<file path="config.mk">
export PLATFORM = sky130hd
export DESIGN_NAME = lvds_frame_tx_ctrl_flat
export DESIGN_NICKNAME = d
export VERILOG_FILES = /design/src/rtl/lvds_frame_tx_ctrl_if.sv /design/src/rtl/lvds_frame_tx_ctrl.sv /design/src/flat_wrapper.sv
export SDC_FILE = /design/constraint.sdc
export NUM_CORES = 1
export LEC_CHECK = 0
export CAP_MARGIN = 20
export CORE_AREA = 4 4 57 59
export CTS_CLUSTER_SIZE = 30
export DETAILED_ROUTE_END_ITERATION = 7
export DIE_AREA = 0 0 61 63
export HOLD_SLACK_MARGIN = 0.12
export PLACE_DENSITY = 0.84
export SKIP_LAST_GASP = 1
export SYNTH_ARGS = -nofsm -noshare
export SYNTH_HDL_FRONTEND = slang
export SYNTH_SLANG_ARGS = --single-unit
</file>
<file path="constraint.sdc">
create_clock -name clk -period 1.9 [get_ports clk]
set_clock_uncertainty 0.05 [all_clocks]
set_input_delay 0.38 -clock clk [delete_from_list [all_inputs] [get_ports clk]]
set_output_delay 0.38 -clock clk [all_outputs]
set_load 0.02 [all_outputs]
</file>
<file path="src/rtl/lvds_frame_tx_ctrl_if.sv">
// Bundles the request, payload-source and serializer-side signals of the frame transmitter.
// Latency: none. This file only carries wires and has no storage.
// Backpressure: src_ready from the controller is the only backpressure path toward the source.
interface lvds_frame_tx_ctrl_if;
  logic       start;
  logic       train_req;
  logic [7:0] src_data;
  logic       src_valid;
  logic       src_ready;
  logic [7:0] tx_data;
  logic       tx_en;
  logic       busy;
  logic       frame_done;
  logic       underrun_err;

  // Requester and payload-source side.
  modport master (
    output start, train_req, src_data, src_valid,
    input  src_ready, tx_data, tx_en, busy, frame_done, underrun_err
  );

  // Controller side.
  modport slave (
    input  start, train_req, src_data, src_valid,
    output src_ready, tx_data, tx_en, busy, frame_done, underrun_err
  );
endinterface

</file>
<file path="src/rtl/lvds_frame_tx_ctrl.sv">
// Frames payload bytes as HEAD0, HEAD1, then PAYLOAD_LEN bytes, then GAP_LEN idle cycles. It also emits training bursts.
// Latency: a start sampled at edge k drives HEAD0 out after edge k+1. All byte outputs are registered one stage after the FSM.
// Backpressure: the source is never stalled. If src_valid is low in a ready slot, IDLE_BYTE is sent and underrun_err is set.
module lvds_frame_tx_ctrl #(
  parameter int unsigned PAYLOAD_LEN = 124,
  parameter int unsigned GAP_LEN     = 4,
  parameter int unsigned TRAIN_LEN   = 16,
  parameter logic [7:0]  HEAD0       = 8'hEE,
  parameter logic [7:0]  HEAD1       = 8'h33,
  parameter logic [7:0]  IDLE_BYTE   = 8'h00,
  parameter logic [7:0]  TRAIN_BYTE  = 8'h55
) (
  input  logic                  clk,
  input  logic                  rst,
  lvds_frame_tx_ctrl_if.slave   bus
);

  localparam logic [2:0] S_IDLE    = 3'd0;
  localparam logic [2:0] S_TRAIN   = 3'd1;
  localparam logic [2:0] S_HDR0    = 3'd2;
  localparam logic [2:0] S_HDR1    = 3'd3;
  localparam logic [2:0] S_PAYLOAD = 3'd4;
  localparam logic [2:0] S_GAP     = 3'd5;

  localparam logic [9:0] PAY_LAST   = 10'(PAYLOAD_LEN - 1);
  localparam logic [9:0] GAP_LAST   = 10'(GAP_LEN - 1);
  localparam logic [9:0] TRAIN_LAST = 10'(TRAIN_LEN - 1);

  logic [2:0] state_q, state_d;
  logic [9:0] cnt_q, cnt_d;
  logic       pending_q, pending_d;
  logic       underrun_q, underrun_d;
  logic [7:0] tx_data_q, tx_data_d;
  logic       tx_en_q, tx_en_d;
  logic       busy_q, busy_d;
  logic       done_q, done_d;
  logic       ur_set, ur_clr;

  // A payload byte is loaded on the next edge exactly when the FSM is in PAYLOAD.
  assign bus.src_ready    = (state_q == S_PAYLOAD);
  assign bus.tx_data      = tx_data_q;
  assign bus.tx_en        = tx_en_q;
  assign bus.busy         = busy_q;
  assign bus.frame_done   = done_q;
  assign bus.underrun_err = underrun_q;

  // Next state, the shared slot counter, and the one-deep pending-frame flag.
  always_comb begin
    state_d   = state_q;
    cnt_d     = cnt_q;
    pending_d = pending_q;
    // Any start seen while busy is queued. Repeats simply re-set the same bit.
    if (bus.start && (state_q != S_IDLE)) pending_d = 1'b1;
    case (state_q)
      S_IDLE: begin
        if (bus.train_req) begin
          // Training wins. A simultaneous start is kept and serviced right after the burst.
          state_d   = S_TRAIN;
          cnt_d     = '0;
          pending_d = bus.start;
        end else if (bus.start) begin
          state_d = S_HDR0;
        end
      end
      S_TRAIN: begin
        if (cnt_q == TRAIN_LAST) begin
          cnt_d = '0;
          if (pending_q || bus.start) begin
            state_d   = S_HDR0;
            pending_d = 1'b0;
          end else begin
            state_d = S_IDLE;
          end
        end else begin
          cnt_d = cnt_q + 10'd1;
        end
      end
      S_HDR0: state_d = S_HDR1;
      S_HDR1: begin
        state_d = S_PAYLOAD;
        cnt_d   = '0;
      end
      S_PAYLOAD: begin
        if (cnt_q == PAY_LAST) begin
          state_d = S_GAP;
          cnt_d   = '0;
        end else begin
          cnt_d = cnt_q + 10'd1;
        end
      end
      S_GAP: begin
        if (cnt_q == GAP_LAST) begin
          cnt_d = '0;
          // A start in the last gap cycle launches back-to-back with exactly GAP_LEN idles.
          if (pending_q || bus.start) begin
            state_d   = S_HDR0;
            pending_d = 1'b0;
          end else begin
            state_d = S_IDLE;
          end
        end else begin
          cnt_d = cnt_q + 10'd1;
        end
      end
      default: begin
        state_d   = S_IDLE;
        cnt_d     = '0;
        pending_d = 1'b0;
      end
    endcase
  end

  // Sticky underrun flag. A set in the same cycle beats a clear from a new start.
  always_comb begin
    ur_set     = (state_q == S_PAYLOAD) && !bus.src_valid;
    ur_clr     = bus.start && ((state_q == S_IDLE) || (state_q == S_GAP));
    underrun_d = underrun_q;
    if (ur_set)      underrun_d = 1'b1;
    else if (ur_clr) underrun_d = 1'b0;
  end

  // Output byte for the slot the FSM is in now. It is registered on the next edge.
  always_comb begin
    tx_data_d = IDLE_BYTE;
    tx_en_d   = 1'b0;
    case (state_q)
      S_TRAIN: begin
        tx_data_d = TRAIN_BYTE;
        tx_en_d   = 1'b1;
      end
      S_HDR0: begin
        tx_data_d = HEAD0;
        tx_en_d   = 1'b1;
      end
      S_HDR1: begin
        tx_data_d = HEAD1;
        tx_en_d   = 1'b1;
      end
      S_PAYLOAD: begin
        tx_data_d = bus.src_valid ? bus.src_data : IDLE_BYTE;
        tx_en_d   = 1'b1;
      end
      default: begin
        tx_data_d = IDLE_BYTE;
        tx_en_d   = 1'b0;
      end
    endcase
    busy_d = (state_q != S_IDLE);
    done_d = (state_q == S_GAP) && (cnt_q == '0);
  end

  // State and output registers. A synchronous reset aborts any frame in flight.
  always_ff @(posedge clk) begin
    if (rst) begin
      state_q    <= S_IDLE;
      cnt_q      <= '0;
      pending_q  <= 1'b0;
      underrun_q <= 1'b0;
      tx_data_q  <= IDLE_BYTE;
      tx_en_q    <= 1'b0;
      busy_q     <= 1'b0;
      done_q     <= 1'b0;
    end else begin
      state_q    <= state_d;
      cnt_q      <= cnt_d;
      pending_q  <= pending_d;
      underrun_q <= underrun_d;
      tx_data_q  <= tx_data_d;
      tx_en_q    <= tx_en_d;
      busy_q     <= busy_d;
      done_q     <= done_d;
    end
  end

endmodule

</file>
<file path="src/flat_wrapper.sv">
// flat-port wrapper written by rule: the top's interface ports become plain ports
module lvds_frame_tx_ctrl_flat 
#(
  parameter int unsigned PAYLOAD_LEN = 124,
  parameter int unsigned GAP_LEN     = 4,
  parameter int unsigned TRAIN_LEN   = 16,
  parameter logic [7:0]  HEAD0       = 8'hEE,
  parameter logic [7:0]  HEAD1       = 8'h33,
  parameter logic [7:0]  IDLE_BYTE   = 8'h00,
  parameter logic [7:0]  TRAIN_BYTE  = 8'h55
)
  (clk, rst, bus_start, bus_train_req, bus_src_data, bus_src_valid, bus_src_ready, bus_tx_data, bus_tx_en, bus_busy, bus_frame_done, bus_underrun_err);
  lvds_frame_tx_ctrl_if bus_i ();
  input  logic clk;
  input  logic rst;
  input wire logic [$bits(bus_i.start)-1:0] bus_start;
  input wire logic [$bits(bus_i.train_req)-1:0] bus_train_req;
  input wire logic [$bits(bus_i.src_data)-1:0] bus_src_data;
  input wire logic [$bits(bus_i.src_valid)-1:0] bus_src_valid;
  output wire logic [$bits(bus_i.src_ready)-1:0] bus_src_ready;
  output wire logic [$bits(bus_i.tx_data)-1:0] bus_tx_data;
  output wire logic [$bits(bus_i.tx_en)-1:0] bus_tx_en;
  output wire logic [$bits(bus_i.busy)-1:0] bus_busy;
  output wire logic [$bits(bus_i.frame_done)-1:0] bus_frame_done;
  output wire logic [$bits(bus_i.underrun_err)-1:0] bus_underrun_err;
  assign bus_i.start = bus_start;
  assign bus_i.train_req = bus_train_req;
  assign bus_i.src_data = bus_src_data;
  assign bus_i.src_valid = bus_src_valid;
  assign bus_src_ready = bus_i.src_ready;
  assign bus_tx_data = bus_i.tx_data;
  assign bus_tx_en = bus_i.tx_en;
  assign bus_busy = bus_i.busy;
  assign bus_frame_done = bus_i.frame_done;
  assign bus_underrun_err = bus_i.underrun_err;
  lvds_frame_tx_ctrl #(.PAYLOAD_LEN(PAYLOAD_LEN), .GAP_LEN(GAP_LEN), .TRAIN_LEN(TRAIN_LEN), .HEAD0(HEAD0), .HEAD1(HEAD1), .IDLE_BYTE(IDLE_BYTE), .TRAIN_BYTE(TRAIN_BYTE)) u_core (.clk(clk), .rst(rst), .bus(bus_i));
endmodule
</file>
After elaboration in Yosys (flattened, before gate mapping)
Cells that the tools add are included.

word-level totals
  logic and storage cells = 61
  register bits = 26
  output and inout bits = 13
  input bits = 13

operators by class
  bitwise gates (word level) = 1
  equality and inequality tests = 13
  reduce and logical (&&, ||, !) cells = 15
  multiplexer cells = 23
  add/sub/neg operators = 1

operators by type and width
  kind                   count
  $pmux 10 s5            1
  $mux 10                4
  $pmux 8 s4             1
  $pmux 3 s6             1
  $mux 3                 5
  $add 10x1->10 const B  1
  $eq 10x2->1 const B    1
  $eq 10x4->1 const B    1
  $eq 10x7->1 const B    1
  $logic_not 10->1       1
  $mux 1                 8
  $mux 8                 1
  $eq 3x2->1 const B     2
  $eq 3x3->1 const B     2
  $ne 2x1->1 const B     3
  $logic_and 1x1->1      4
  $pmux 1 s4             1
  $reduce_and 4->1       1
  $reduce_or 4->1        1
  $eq 3x1->1 const B     1
  $logic_not 3->1        1
  $ne 3x3->1 const B     1
  $reduce_bool 3->1      1
  $reduce_or 3->1        1
  7 further kinds        8

Logic depth before layout (Yosys ltp)
  depth in word-level cells = 6
  depth in mapped cells = 5
  mapped depth without buffers = 5

Worst setup path before layout
No wires, ideal clock.

  path kind = reg2reg
  start = reg u_core.cnt_q[0]
  end = reg u_core.state_q[1]
  required time = 1.764 ns
  cell stages (with the launch flop) = 6
  path slack = 0.237 ns
  data arrival time = 1.527 ns
  buffers on the path = 0
  path through = dfxtp_1 ha_1 nor4b_4 a41oi_2 or3_4 a221oi_2

between the ends
  cells in the longest elaborated chain, start to end = 3
  elaborated cells between the ends (all ways) = 7
  classes of those cells = eq/ne: 6; reduce/logical: 1

ends and longest elaborated chain
  what                                   RTL line                   text
  from (decl)                            lvds_frame_tx_ctrl.sv:30   logic [9:0] cnt_q, cnt_d;
  from (signal assigned)                 lvds_frame_tx_ctrl.sv:165  cnt_q <= cnt_d;
  $eq 10x2->1 (tied with other cells)    lvds_frame_tx_ctrl.sv:92   if (cnt_q == GAP_LAST) begin
  $ne 2x1->1 (no source line)            -
  $reduce_and 4->1 (no source line) (*)  -
  to (signal assigned)                   lvds_frame_tx_ctrl.sv:164  state_q <= state_d;
  to (decl)                              lvds_frame_tx_ctrl.sv:29   logic [2:0] state_q, state_d;

Every way passes the cells marked *; elsewhere a longest branch is shown, timed or not.
A chain may end at the register's enable or synchronous reset.

Worst setup path after layout
  start = reg u_core.cnt_q[0]
  end = reg u_core.cnt_q[9]

between the ends
  cells in the longest elaborated chain, start to end = 3
  elaborated cells between the ends (all ways) = 8
  classes of those cells = add/sub: 1; eq/ne: 3; mux: 4

ends and longest elaborated chain
  what                                   RTL line                                                                       text
  $add 10x1->10 (tied with other cells)  lvds_frame_tx_ctrl.sv:75, lvds_frame_tx_ctrl.sv:88, lvds_frame_tx_ctrl.sv:102
  $mux 10 (on tied branches)             lvds_frame_tx_ctrl.sv:92, lvds_frame_tx_ctrl.sv:84, lvds_frame_tx_ctrl.sv:66
  $pmux 10 s5 (*)                        lvds_frame_tx_ctrl.sv:54                                                       case (state_q)

Marks and branches as above.

==> results.ini <==
[synth]
synth-seq-cells=26
muxShareOfSynthArea_pct=0.7498
synth_xor_area_share_pct=4.592
yosys.area_share.simple_pct=28.68
synth-edff-count=0
syn-cell-area_sq_mm=0.001335
postSynth.asyncResetShare_pct=0
synth-seq-area-share_pct=38.99
syn_inst=153
synth.area.top_cells=dfxtp_1 39%, nor3_1 5.2%, a21oi_1 4.1%
synth_area_leader_cell=dfxtp_1
ys_warn_count=0
synth_top_cell_area_share_pct=38.99
synth_ff_type=dfxtp_1
syn_avg_cell_area_sq_um=8.726
synth_top_family_by_area=simple AND/OR/NAND/NOR gates
synth_cell_types=47
syn-num-nets=168
synthAdderAreaFrac_pct=1.874
synth_compound_area_share_pct=20.81

[cells_and_area]
final_util_pct=65.47
area_growth_pct=32.90
nets=207
layout-drive-gt1-share_pct=18.85
diodes=0
multi_input_area_sq_um=773.2
n_fill_cell=223
regArea_sq_um=521.8

[routing]
wl_per_cell_um=15.27
antenna_left=0
routed-via-count=1282
via_per_inst=5.775
wl_um=3391
drt_first_pass_iters=4
drt-initial-drc-count=48
drcViolationCount=0

[global_routing]
grt_usage_pct=18.76
grt_pass1_wl_um=5623
grt_max_degree=17
grt_pass1_vias=1273
antenna_found_initial=0
grt_remaining_overflow=0

[floorplanning]
die_y_um=63
ios=26
start_util_pct=49.26
die_x_um=61
core_sq_mm=0.002710
row_count=19
dieArea_sq_mm=0.003843

[sta]
period_share_pct=95.15
finalCriticalPeriod_ns=1.808
fin_tns_setup_ns=0
slew_headroom_pct=66.58
final.setup.worst_slack_ns=0.09220
slew_violations=0
worstMarginPinSlew_ns=0.4886
setup_viol=0
hold_viol_final=0
whs_ns=0.4901
fmax_mhz=553.2

[setup_path]
reg2reg_depth=7
crit_required_ns=2.07
path_max_fanout=6
r2r-start=u_core.cnt_q[0]
crit_path_end_kind=register
r2r_end=u_core.cnt_q[9]
crit_path_start_kind=register
critPathLaunch=u_core.cnt_q[0]
r2r_setup_slack_ns=0.09
critPathArrivalTime_ns=1.98
worstSetupPathType=register to register

[min_path]
hold-path-endpoint=u_core.bus.underrun_err
hold_path_startpoint=u_core.bus.underrun_err
worstHoldPathType=register to register
whs_path_depth=2

[clock_network]
clkLatencyLatePin_ns=0.32
cts_root_buffer=clkbuf_4
h-tree-depth=1
cts_tree=yes
numClockSinks=26
cts_hold_buf=0
cts.clk_slew.worst_paths_ns=0.15
cts_made_buffers=3
clockBufferDepth=2

[placed_design]
gp_congestion=0.8885
io_buffers=25
pre_cts_ws_ns=-0.1267
dp.final_hpwl_um=2584

[run]
max_cap_violations=0

[status]
status=finished clean

[power_and_ir_drop]
leakage_nw=0.6482
cellPowerDensity_mw_per_mm2=1231
vdd.ir_drop.worst_mv=0.8031

## layout by cell type, fill, tap and decap left out, drive strengths merged, types with 2 or more instances in the layout
cell and n:
dfxtp 26, clkdlybuf4s50 24, buf 16, nor3 14, a21oi 11, nand2 10, nor2 10, o21ai 9
nor2b 7, inv 6, xnor2 5, a211oi 5, or3 4, clkbuf 4, and3 3, nand3 3
or2 2, nand2b 2, a2111oi 2, xor2 2, o21bai 2, or3b 2, o211ai 2, nor3b 2
ha 2
## Yosys cell counts (3+ instances only)
master	instances
dfxtp_1	26
nor3_1	14
a21oi_1	11
nand2_1	10
o21ai_0	9
nor2_1	8
nor2b_1	7
inv_1	6
xnor2_1	5
clkbuf_1	4
a211oi_1	3
and3_1	3
nand3_1	3
or3_1	3
## worst max-delay path: stages (launching register included)
cell	delay, ns
dfxtp_1	0.38
ha_2	0.23
nor4b_4	0.25
buf_4	0.18
o211ai_4	0.10
a211oi_4	0.30
buf_4	0.19
a211oi_1	0.04
## cells by family after synthesis
| kind of cell | count (synthesis) |
|---|---|
| fa+ha+maj | 2 |
| mux | 1 |
| simple gates | 66 |
| xor+xnor | 7 |
| buf+inv | 13 |
| compound gates | 38 |
| flops | 26 |
## cell type report
type | instances | area share [%]
Clock inverter | 1 | 1.693
Sequential cell | 26 | 29.41
Multi-Input combinational cell | 114 | 43.58
Timing Repair Buffer | 41 | 20.59
Inverter | 6 | 1.269
Clock buffer | 3 | 1.269
Tap cell | 31 | 2.186
## worst max path at each step
stage | endpoint | slack [ns] | cells after the start
global route | u_core.cnt_q[2] | -0.004 | 7
finish | u_core.cnt_q[9] | 0.09 | 7
detailed placement | u_core.cnt_q[9] | -0.13 | 5
CTS | bus_src_ready | 0.0006 | 3
floorplan | u_core.state_q[1] | 0.24 | 5
global placement | u_core.cnt_q[9] | -0.04 | 5
## where the power goes
part / leakage, nW / total (mW) / internal, mW / switching, mW
clock network: 0.0279 / 0.379 / 0.213 / 0.165
registers: 0.212 / 0.707 / 0.662 / 0.0448
logic: 0.408 / 1.10 / 0.496 / 0.602
## routing by layer
metal | wire length (um) | GRT usage, % | vias up | part of all wire [%]
met1 | 1365 | 22.07 | 603 | 40
li1 | - | - | 627 | -
met3 | 182 | 2.893 | 11 | 5.4
met2 | 1757 | 33.56 | 41 | 52
met4 | 86 | 5.691 | 0 | 2.5
met5 | 0 | 0 | - | 0
## repair_timing
action	4_1_cts	5_1_grt
endpoints found under the hold margin	0	0
endpoints found under the setup margin	1	13
cloned	0	0
pin swaps	0	3
setup buffers	0	1
resized for setup	1	6
## per-stage QoR
step / power [mW] / instances / area, sq um
2_1_floorplan: 1.380 / 153 / 1335
3_3_place_gp: 1.763 / 217 / 1702
3_5_place_dp: 1.811 / 217 / 1702
4_1_cts: 2.185 / 221 / 1753
5_1_grt: 2.339 / 222 / 1774
6_report: 2.185 / 222 / 1774
## flip-flops by register name, summed over array words and instances (netlist names)
name	cells
u_core.bus.frame_done	1
u_core.bus.busy	1
u_core.bus.tx_data	8
u_core.bus.tx_en	1
u_core.state_q	3
u_core.pending_q	1
u_core.cnt_q	10
u_core.bus.underrun_err	1
Power figures use the tool's default switching activity.
